<file path="src/rtl/hit_responder.sv">
// hit_responder: turns each accepted collision hit into game state.
// A hit costs one life, blinks the object for BLINK_FRAMES frames and then
// keeps it invulnerable for COOLDOWN_FRAMES frames. Running out of lives
// parks the block in GAME_OVER until restart.
// Optional feature macro: HIT_RESPONDER_COOLDOWN_EN
//   defined     -> BLINK is followed by a COOLDOWN state
//   not defined -> BLINK returns straight to ALIVE (COOLDOWN_FRAMES unused)
module hit_responder #(
  parameter int unsigned INITIAL_LIVES   = 3,
  parameter int unsigned BLINK_FRAMES    = 30,
  parameter int unsigned BLINK_PERIOD    = 4,
  parameter int unsigned COOLDOWN_FRAMES = 30
) (
  input  logic       clk,
  input  logic       resetN,
  input  logic       startOfFrame,
  input  logic       SingleHitPulse,
  input  logic       restart,
  output logic [3:0] lives,
  output logic       blankObject,
  output logic       invulnerable,
  output logic       gameOver,
  output logic       lifeLostPulse
);

  typedef enum logic [1:0] {
    ALIVE     = 2'd0,
    BLINK     = 2'd1,
`ifdef HIT_RESPONDER_COOLDOWN_EN
    COOLDOWN  = 2'd2,
`endif
    GAME_OVER = 2'd3
  } state_t;

  localparam logic [3:0] LIVES_INIT = 4'(INITIAL_LIVES);
  localparam logic [7:0] BLINK_END  = 8'(BLINK_FRAMES);
  localparam logic [7:0] PERIOD_END = 8'(BLINK_PERIOD);
`ifdef HIT_RESPONDER_COOLDOWN_EN
  localparam logic [7:0] COOL_END   = 8'(COOLDOWN_FRAMES);
`else
  logic unused_cooldown_frames;
  assign unused_cooldown_frames = ^COOLDOWN_FRAMES;
`endif

  state_t     state;
  logic [7:0] frame_cnt;
  logic [7:0] phase_cnt;
  logic [7:0] frame_inc;
  logic [7:0] phase_inc;

  // Next values of the frame counter and of the blink-phase counter; the phase
  // counter wraps every BLINK_PERIOD frames so a wrap marks a multiple of the period.
  always_comb begin
    frame_inc = frame_cnt + 8'd1;
    phase_inc = phase_cnt + 8'd1;
  end

  // Single state machine with every output registered alongside the state.
  always_ff @(posedge clk or negedge resetN) begin
    if (!resetN) begin
      state         <= ALIVE;
      lives         <= LIVES_INIT;
      frame_cnt     <= 8'd0;
      phase_cnt     <= 8'd0;
      blankObject   <= 1'b0;
      invulnerable  <= 1'b0;
      gameOver      <= 1'b0;
      lifeLostPulse <= 1'b0;
    end else begin
      lifeLostPulse <= 1'b0;
      if (restart) begin
        state        <= ALIVE;
        lives        <= LIVES_INIT;
        frame_cnt    <= 8'd0;
        phase_cnt    <= 8'd0;
        blankObject  <= 1'b0;
        invulnerable <= 1'b0;
        gameOver     <= 1'b0;
      end else begin
        case (state)
          ALIVE: begin
            if (SingleHitPulse && (lives != 4'd0)) begin
              lifeLostPulse <= 1'b1;
              lives         <= lives - 4'd1;
              frame_cnt     <= 8'd0;
              phase_cnt     <= 8'd0;
              blankObject   <= 1'b1;
              invulnerable  <= 1'b1;
              if (lives == 4'd1) begin
                state    <= GAME_OVER;
                gameOver <= 1'b1;
              end else begin
                state <= BLINK;
              end
            end
          end
          BLINK: begin
            if (startOfFrame) begin
              if (frame_inc == BLINK_END) begin
                frame_cnt   <= 8'd0;
                phase_cnt   <= 8'd0;
                blankObject <= 1'b0;
`ifdef HIT_RESPONDER_COOLDOWN_EN
                state       <= COOLDOWN;
`else
                state        <= ALIVE;
                invulnerable <= 1'b0;
`endif
              end else begin
                frame_cnt <= frame_inc;
                if (phase_inc == PERIOD_END) begin
                  phase_cnt   <= 8'd0;
                  blankObject <= ~blankObject;
                end else begin
                  phase_cnt <= phase_inc;
                end
              end
            end
          end
`ifdef HIT_RESPONDER_COOLDOWN_EN
          COOLDOWN: begin
            blankObject <= 1'b0;
            if (startOfFrame) begin
              if (frame_inc == COOL_END) begin
                state        <= ALIVE;
                frame_cnt    <= 8'd0;
                invulnerable <= 1'b0;
              end else begin
                frame_cnt <= frame_inc;
              end
            end
          end
`endif
          GAME_OVER: begin
            blankObject  <= 1'b1;
            invulnerable <= 1'b1;
            gameOver     <= 1'b1;
          end
          default: begin
            state <= ALIVE;
          end
        endcase
      end
    end
  end

endmodule

</file>
<file path="config.mk">
export PLATFORM = sky130hd
export DESIGN_NAME = hit_responder
export DESIGN_NICKNAME = d
export VERILOG_FILES = /design/src/rtl/hit_responder.sv
export SDC_FILE = /design/constraint.sdc
export NUM_CORES = 1
export LEC_CHECK = 0
export ABC_AREA = 0
export CAP_MARGIN = 25
export CELL_PAD_IN_SITES_DETAIL_PLACEMENT = 0
export CELL_PAD_IN_SITES_GLOBAL_PLACEMENT = 1
export CORE_MARGIN = 10
export CORE_UTILIZATION = 40
export DETAILED_ROUTE_END_ITERATION = 8
export HOLD_SLACK_MARGIN = 0.12
export PLACE_DENSITY = 0.79
export SLEW_MARGIN = 20
export SYNTH_ARGS = -nofsm -noshare
export SYNTH_HDL_FRONTEND = slang
export SYNTH_SLANG_ARGS = --single-unit
export TNS_END_PERCENT = 5
</file>
<file path="constraint.sdc">
create_clock -name clk -period 2.16 [get_ports clk]
set_clock_uncertainty 0.15 [all_clocks]
set_input_delay 0.432 -clock clk [delete_from_list [all_inputs] [get_ports clk]]
set_output_delay 0.432 -clock clk [all_outputs]
set_load 0.005 [all_outputs]
</file>
After elaboration in Yosys (flattened, before gate mapping)
Cells that the tools add are included.

Input bits: 5. Output and inout port bits: 8. Word-level logic and storage cells: 73. Register bits after elaboration: 26.

Add/sub/neg operators: 3. Reductions and logical operators: 14. Eq/ne operators: 11. Mux-type cells: 36. Bitwise gates (word level): 1.

Operators by type and width (count): 8-bit two-way mux (8); 8-bit case mux with 2 select lines (2); 8-bit by 1-bit adder with 8-bit output (second input constant) (2); 1-bit two-way mux (14); 4-bit two-way mux (3); 3-bit != test (second input constant) (4); 4-bit AND reduction (3); 2-bit two-way mux (5); 8-bit by 3-bit equality test with 1-bit output (second input constant) (1); 8-bit by 5-bit equality test with 1-bit output (second input constant) (1); 4-bit nonzero test (2); 1-bit case mux with 3 select lines (2); 2-bit case mux with 3 select lines (1); 3-bit AND reduction (2); 3-bit nonzero test (2); 4-bit by 1-bit equality test with 1-bit output (second input constant) (1); 4-bit != test (second input constant) (1); 2-bit nonzero test (2); 4-bit by 1-bit subtractor with 4-bit output (second input constant) (1); 2-bit by 1-bit equality test with 1-bit output (second input constant) (1); 2-bit equality test (second input constant) (1); 2-bit zero test (1); 2-bit != test (second input constant) (1); 1-bit case mux with 2 select lines (1); other kinds (3) (3).

Longest topological paths before layout
Word-level depth: 7. Gate-level depth with buffers: 8. Depth with buffers taken out: 7.

Least setup slack after synthesis
OpenSTA, ideal clock, no wires.

Path kind: register to register. From: register lives[0]. To: register blankObject. Buffers on the path: 0. Slack: 0.125 ns. Data arrival time: 1.763 ns. Cell stages (with the launch flop): 8. Setup time: 0.122 ns. Clock period less this slack: 2.035 ns. Data required time: 1.888 ns. Path through: dfstp_2 > inv_1 > ha_1 > nand4bb_1 > nand2_1 > o21ai_0 > a21bo_2 > a32o_1.

Word-level cells in the longest chain between the ends: 4.

Ends and longest elaborated chain: from (decl) (line 19) `output logic [3:0] lives,`; from (signal assigned) (line 84) `lives <= lives - 4'd1;`; 4-bit nonzero test (line 82) `if (SingleHitPulse && (lives != 4'd0)) begin`; 1-bit logical AND (line 82); 3-bit != test (no line); 4-bit AND reduction (no line); to (signal assigned) (line 113) `blankObject <= ~blankObject;`; to (decl) (line 20) `output logic blankObject,`.

No other way between the ends. A chain may end at the register's enable or synchronous reset.

Worst setup path in the final report
From: register state[1]. To: register frame_cnt[3].

Word-level cells in the longest chain between the ends: 3. Elaborated cells between the ends (all ways): 8. Those cells by class: 3 x eq/ne; 2 x mux; 3 x reduce/logical.

Ends and longest elaborated chain: from (decl) (line 45) `state_t state;`; from (signal assigned) (line 61) `state <= ALIVE;`; from (signal assigned) (line 72) `state <= ALIVE;`; from (signal assigned) (line 90) `state <= GAME_OVER;`; 2-bit by 1-bit equality test with 1-bit output or 2-bit zero test (tied branches) (line 80) `case (state)`; 3-bit != test (no line), or another cell as far along; 3-bit AND reduction (no line) or 8-bit two-way mux (tied branches); to (signal assigned) (line 110) `frame_cnt <= frame_inc;`; to (decl) (line 46) `logic [7:0] frame_cnt;`.

Parallel ways exist; a longest one is shown, timed or not.

==> results by stage <==
Global route:
- The overall global routing resource usage is 10.7%.
- Entering global routing, the biggest net connects 27 pins.
- After global routing the overflow that remains totals 0.
- The number of global-route vias before repair came to around 1300.
- The initial antenna violation count came to 0.
- The global-route wire length before repair is 6420 um.

Power:
- The static leakage is 0.852 nW.
- IR analysis of the VDD net gives a maximum drop of 0.000372 V.
- For this design the ratio of total power to cell area is 899 mW/mm^2.

Routing:
- The violation count after the first detailed-routing iteration is 92.
- Detailed routing inserted a total of 1374 vias.
- Wires add up to ~3600 um.
- The via-per-instance ratio is between 5 and 6.
- Once detail routing completed, the nets flagged for antenna violations numbered 0.
- The per-cell routed wire length is 14.5 um.
- The number of iterations in the first detailed-routing pass is 5.
- The count of unresolved DRC violations after routing is 0.

Critical path:
- The critical path is of the reg -> reg type.
- The worst setup path is launched from a register.
- STA puts the critical path data required time at 2.18 ns.
- The reg-to-reg setup timing slack is between 0.1 and 0.15 ns.
- The critical path arrival is 2.07 ns.
- The startpoint identified for the worst register-to-register timing path is state[1]$_DFFE_PN0P_.
- The worst-case reg-to-reg path depth is 8.
- The endpoint type of the worst setup path is a register.
- In this run the worst path has a maximum fanout of 9.
- The start point of the critical path is state[1]$_DFFE_PN0P_.
- The terminus of the critical flop-to-flop path is frame_cnt[3]$_DFFE_PN0P_.

CTS:
- CTS built an H-tree with a depth of 1.
- The cell at the root of the clock tree is sky130_fd_sc_hd__clkbuf_8.
- The later pin in the worst-skew pair is clocked with a latency of 0.28 ns.
- Post-CTS timing repair inserted 0 buffers for setup.
- In this run the deepest clock path goes through 2 buffers.
- The number of sinks handled by clock tree synthesis is 26.
- In this run, CTS created clock tree buffers numbering 3.
- The clock-pin slew of the registers on the worst-case setup and hold paths is about 0.10 ns.
- TritonCTS built the clock tree.

Synth:
- The async set-or-reset flop fraction in the synthesized netlist is 100%.
- The number of different library cells in the post-synthesis netlist is 45.
- The number of nets in the synthesized netlist is 189.
- The predominant post-synthesis flop cell is sky130_fd_sc_hd__dfrtp_1.
- In this run, synthesis inferred 0 flip-flops with an integrated enable.
- The synthesis warning total is 0.
- Synthesis inferred 26 register bits.
- Sequential elements use 41.0% of the synthesized area.
- The average footprint of a synthesized cell is roughly 9 um^2.
- Synthesis handed over a netlist of 174 instances.
- After synthesis the cells add up to between 0.0015 and 0.002 mm^2.

Timing:
- Headroom to the max-slew limit came out at 73.9%.
- The number of setup violations in the final report is 0.
- The tightest hold path in the finished design has a slack of about 0.37 ns.
- The number of hold violations in the final report was 0.
- The time the final worst path needs with I/O delays and setup is 2.05 ns.
- The worst path uses 94.8% of the clock period.
- The number of pins with negative max-slew slack in the final report is 0.
- Setup repair after global routing left no endpoint under its margin.
- Derived from the worst setup path, the maximum achievable clock frequency is about 0.5 GHz.
- At the pin with the least slew margin, the transition time is about 0.39 ns.
- Setup total negative slack on the finished layout was measured at 0 ns.

Floorplan:
- The floorplan step set the die height to 83.1 um.
- The width of the die is around 83 um.
- The die outline area is 0.00690 mm^2.
- The floorplan step defined a core boundary enclosing around 0.0037 mm^2.
- The starting density of the core is 42.5%.
- The initialized floorplan defines 22 standard-cell rows.
- 13 I/O pins were placed.

Cells and area:
- Relative to the synthesized area, the layout overhead comes to 24.1%.
- The filler cells instantiated in the layout total 367.
- Of the cells placed in the final design, the portion with a size suffix greater than 1 is 15.8%.
- The final standard cell utilization of the core is a little over half.
- The net count of the finished layout is approximately 220.
- The number of diodes is 0.

Placement:
- After legalization and detailed placement, the total HPWL measured 2810 um.
- At the end of routability-driven placement, the weighted congestion stood at between 0.7 and 0.8.
- The count of input and output buffers is 12.

Outcome:
- The run finished with clean final reports.

Hold path:
- The worst min-delay path class is in -> async.

Job:
- Across the run, the number of max-cap violations was 0.
-- through the flow --
step / std cells / area, um^2 / setup WS, ns / power (mW)
after floorplan: 174 / 1590 / 0.125 / 1.03
after global placement: 247 / 1870 / 0.0239 / 1.31
after detailed placement: 247 / 1870 / 0.00277 / 1.33
after CTS: 251 / 1940 / 0.0197 / 1.76
after global routing: 251 / 1970 / 0.00479 / 1.91
final: 251 / 1970 / 0.113 / 1.77
-- worst max path at each step --
stage	end	cells past startpoint
after floorplan	blankObject$_DFFE_PN0P_	7
after global placement	frame_cnt[3]$_DFFE_PN0P_	7
after detailed placement	frame_cnt[3]$_DFFE_PN0P_	7
after CTS	frame_cnt[6]$_DFFE_PN0P_	6
after global routing	frame_cnt[3]$_DFFE_PN0P_	8
final	frame_cnt[3]$_DFFE_PN0P_	8
-- cell type report --
cell class              instances  area, um^2  area share [%]
clock buffers                   3        41.3            2.09
clock inverters                 1        30.0            1.52
inverters                      17        63.8            3.23
multi-input cells             128         882            44.7
flip-flops and latches         26         653            33.1
well taps                      48        60.1            3.04
repair buffers                 28         244            12.4
-- flip-flops by register name, summed over array words and instances, names as in the netlist --
signal and cells:
blankObject 1, lifeLostPulse 1, invulnerable 1, gameOver 1, state 2, phase_cnt 8, lives 4, frame_cnt 8
-- routing by layer --
layer / vias to the layer above / track usage, % / wire, um
li1: 694 / - / -
met1: 649 / 14.5 / 1840
met2: 26 / 16.2 / 1630
met3: 5 / 2.15 / 118
met4: 0 / 3.69 / 44
met5: - / 0 / 0
-- power by group --
group | leakage [nW] | switching [mW] | internal, mW
Sequential | 0.349 | 0.0554 | 0.563
Combinational | 0.468 | 0.372 | 0.361
Clock | 0.0357 | 0.174 | 0.248
Total | 0.852 | 0.602 | 1.17
-- cells by family after synthesis --
group	synth area share, %
DFF	41.0
and+or+nand+nor	19.9
muxes	0.707
xor gates and xnor gates	3.22
buffers and inverters	5.27
AOI/OAI and AO/OA	22.0
adders and majority gates	7.86
-- synthesized netlist by cell type (2+ instances only) --
cell type	count	share of area (%)
sky130_fd_sc_hd__ha_1	10	7.9
sky130_fd_sc_hd__o22ai_1	5	2.0
sky130_fd_sc_hd__nand2b_1	4	1.6
sky130_fd_sc_hd__nand4bb_1	2	1.4
sky130_fd_sc_hd__nand4_1	6	2.4
sky130_fd_sc_hd__o31ai_1	3	1.4
sky130_fd_sc_hd__dfstp_2	2	3.3
sky130_fd_sc_hd__dfrtp_1	24	38
sky130_fd_sc_hd__and3_1	2	0.79
sky130_fd_sc_hd__nor3_1	2	0.63
sky130_fd_sc_hd__nand3_1	8	2.5
sky130_fd_sc_hd__a21bo_2	2	1.3
sky130_fd_sc_hd__a21o_1	2	0.94
sky130_fd_sc_hd__nor2_1	8	1.9
sky130_fd_sc_hd__o21ai_0	12	3.8
sky130_fd_sc_hd__xnor2_1	4	2.2
sky130_fd_sc_hd__nor3b_1	2	0.94
sky130_fd_sc_hd__or3_1	3	1.2
sky130_fd_sc_hd__o211ai_1	2	0.94
sky130_fd_sc_hd__a31oi_1	2	0.79
sky130_fd_sc_hd__nand2_1	16	3.8
sky130_fd_sc_hd__o41ai_1	2	1.1
sky130_fd_sc_hd__inv_1	17	4.0
sky130_fd_sc_hd__a21oi_1	13	4.1
-- layout by cell type, fill, tap and decap left out, types with 2 or more instances in the layout --
cell type | Yosys | final
sky130_fd_sc_hd__and3_1 | 2 | 2
sky130_fd_sc_hd__or3_1 | 3 | 3
sky130_fd_sc_hd__o41ai_1 | 2 | 2
sky130_fd_sc_hd__ha_1 | 10 | 9
sky130_fd_sc_hd__nor3_1 | 2 | 2
sky130_fd_sc_hd__dfstp_2 | 2 | 2
sky130_fd_sc_hd__nand2b_1 | 4 | 4
sky130_fd_sc_hd__o22ai_1 | 5 | 5
sky130_fd_sc_hd__nand3_1 | 8 | 8
sky130_fd_sc_hd__inv_1 | 17 | 17
sky130_fd_sc_hd__o211ai_1 | 2 | 2
sky130_fd_sc_hd__clkdlybuf4s50_1 | 0 | 12
sky130_fd_sc_hd__a31oi_1 | 2 | 2
sky130_fd_sc_hd__buf_4 | 0 | 15
sky130_fd_sc_hd__o31ai_1 | 3 | 3
sky130_fd_sc_hd__o21ai_0 | 12 | 12
sky130_fd_sc_hd__nor2_1 | 8 | 8
sky130_fd_sc_hd__a21oi_1 | 13 | 13
sky130_fd_sc_hd__xnor2_1 | 4 | 4
sky130_fd_sc_hd__nor3b_1 | 2 | 2
sky130_fd_sc_hd__nand4_1 | 6 | 6
sky130_fd_sc_hd__a21o_1 | 2 | 2
sky130_fd_sc_hd__a21bo_2 | 2 | 2
sky130_fd_sc_hd__nand2_1 | 16 | 16
sky130_fd_sc_hd__dfrtp_1 | 24 | 24
sky130_fd_sc_hd__clkbuf_8 | 0 | 3
-- timing repair --
item	CTS	global route
setup endpoints to repair	0	8
hold buffers	0	0
gates resized for setup	0	4
-- critical path, stage by stage (launching register included) --
cell and delay, ns:
sky130_fd_sc_hd__dfrtp_1 0.41, sky130_fd_sc_hd__inv_1 0.09, sky130_fd_sc_hd__ha_1 0.18, sky130_fd_sc_hd__mux2_2 0.37, sky130_fd_sc_hd__a31oi_2 0.20, sky130_fd_sc_hd__buf_6 0.16
sky130_fd_sc_hd__nor3_1 0.05, sky130_fd_sc_hd__a21o_1 0.16, sky130_fd_sc_hd__a22o_1 0.17
(Power assumes the default switching activity.)
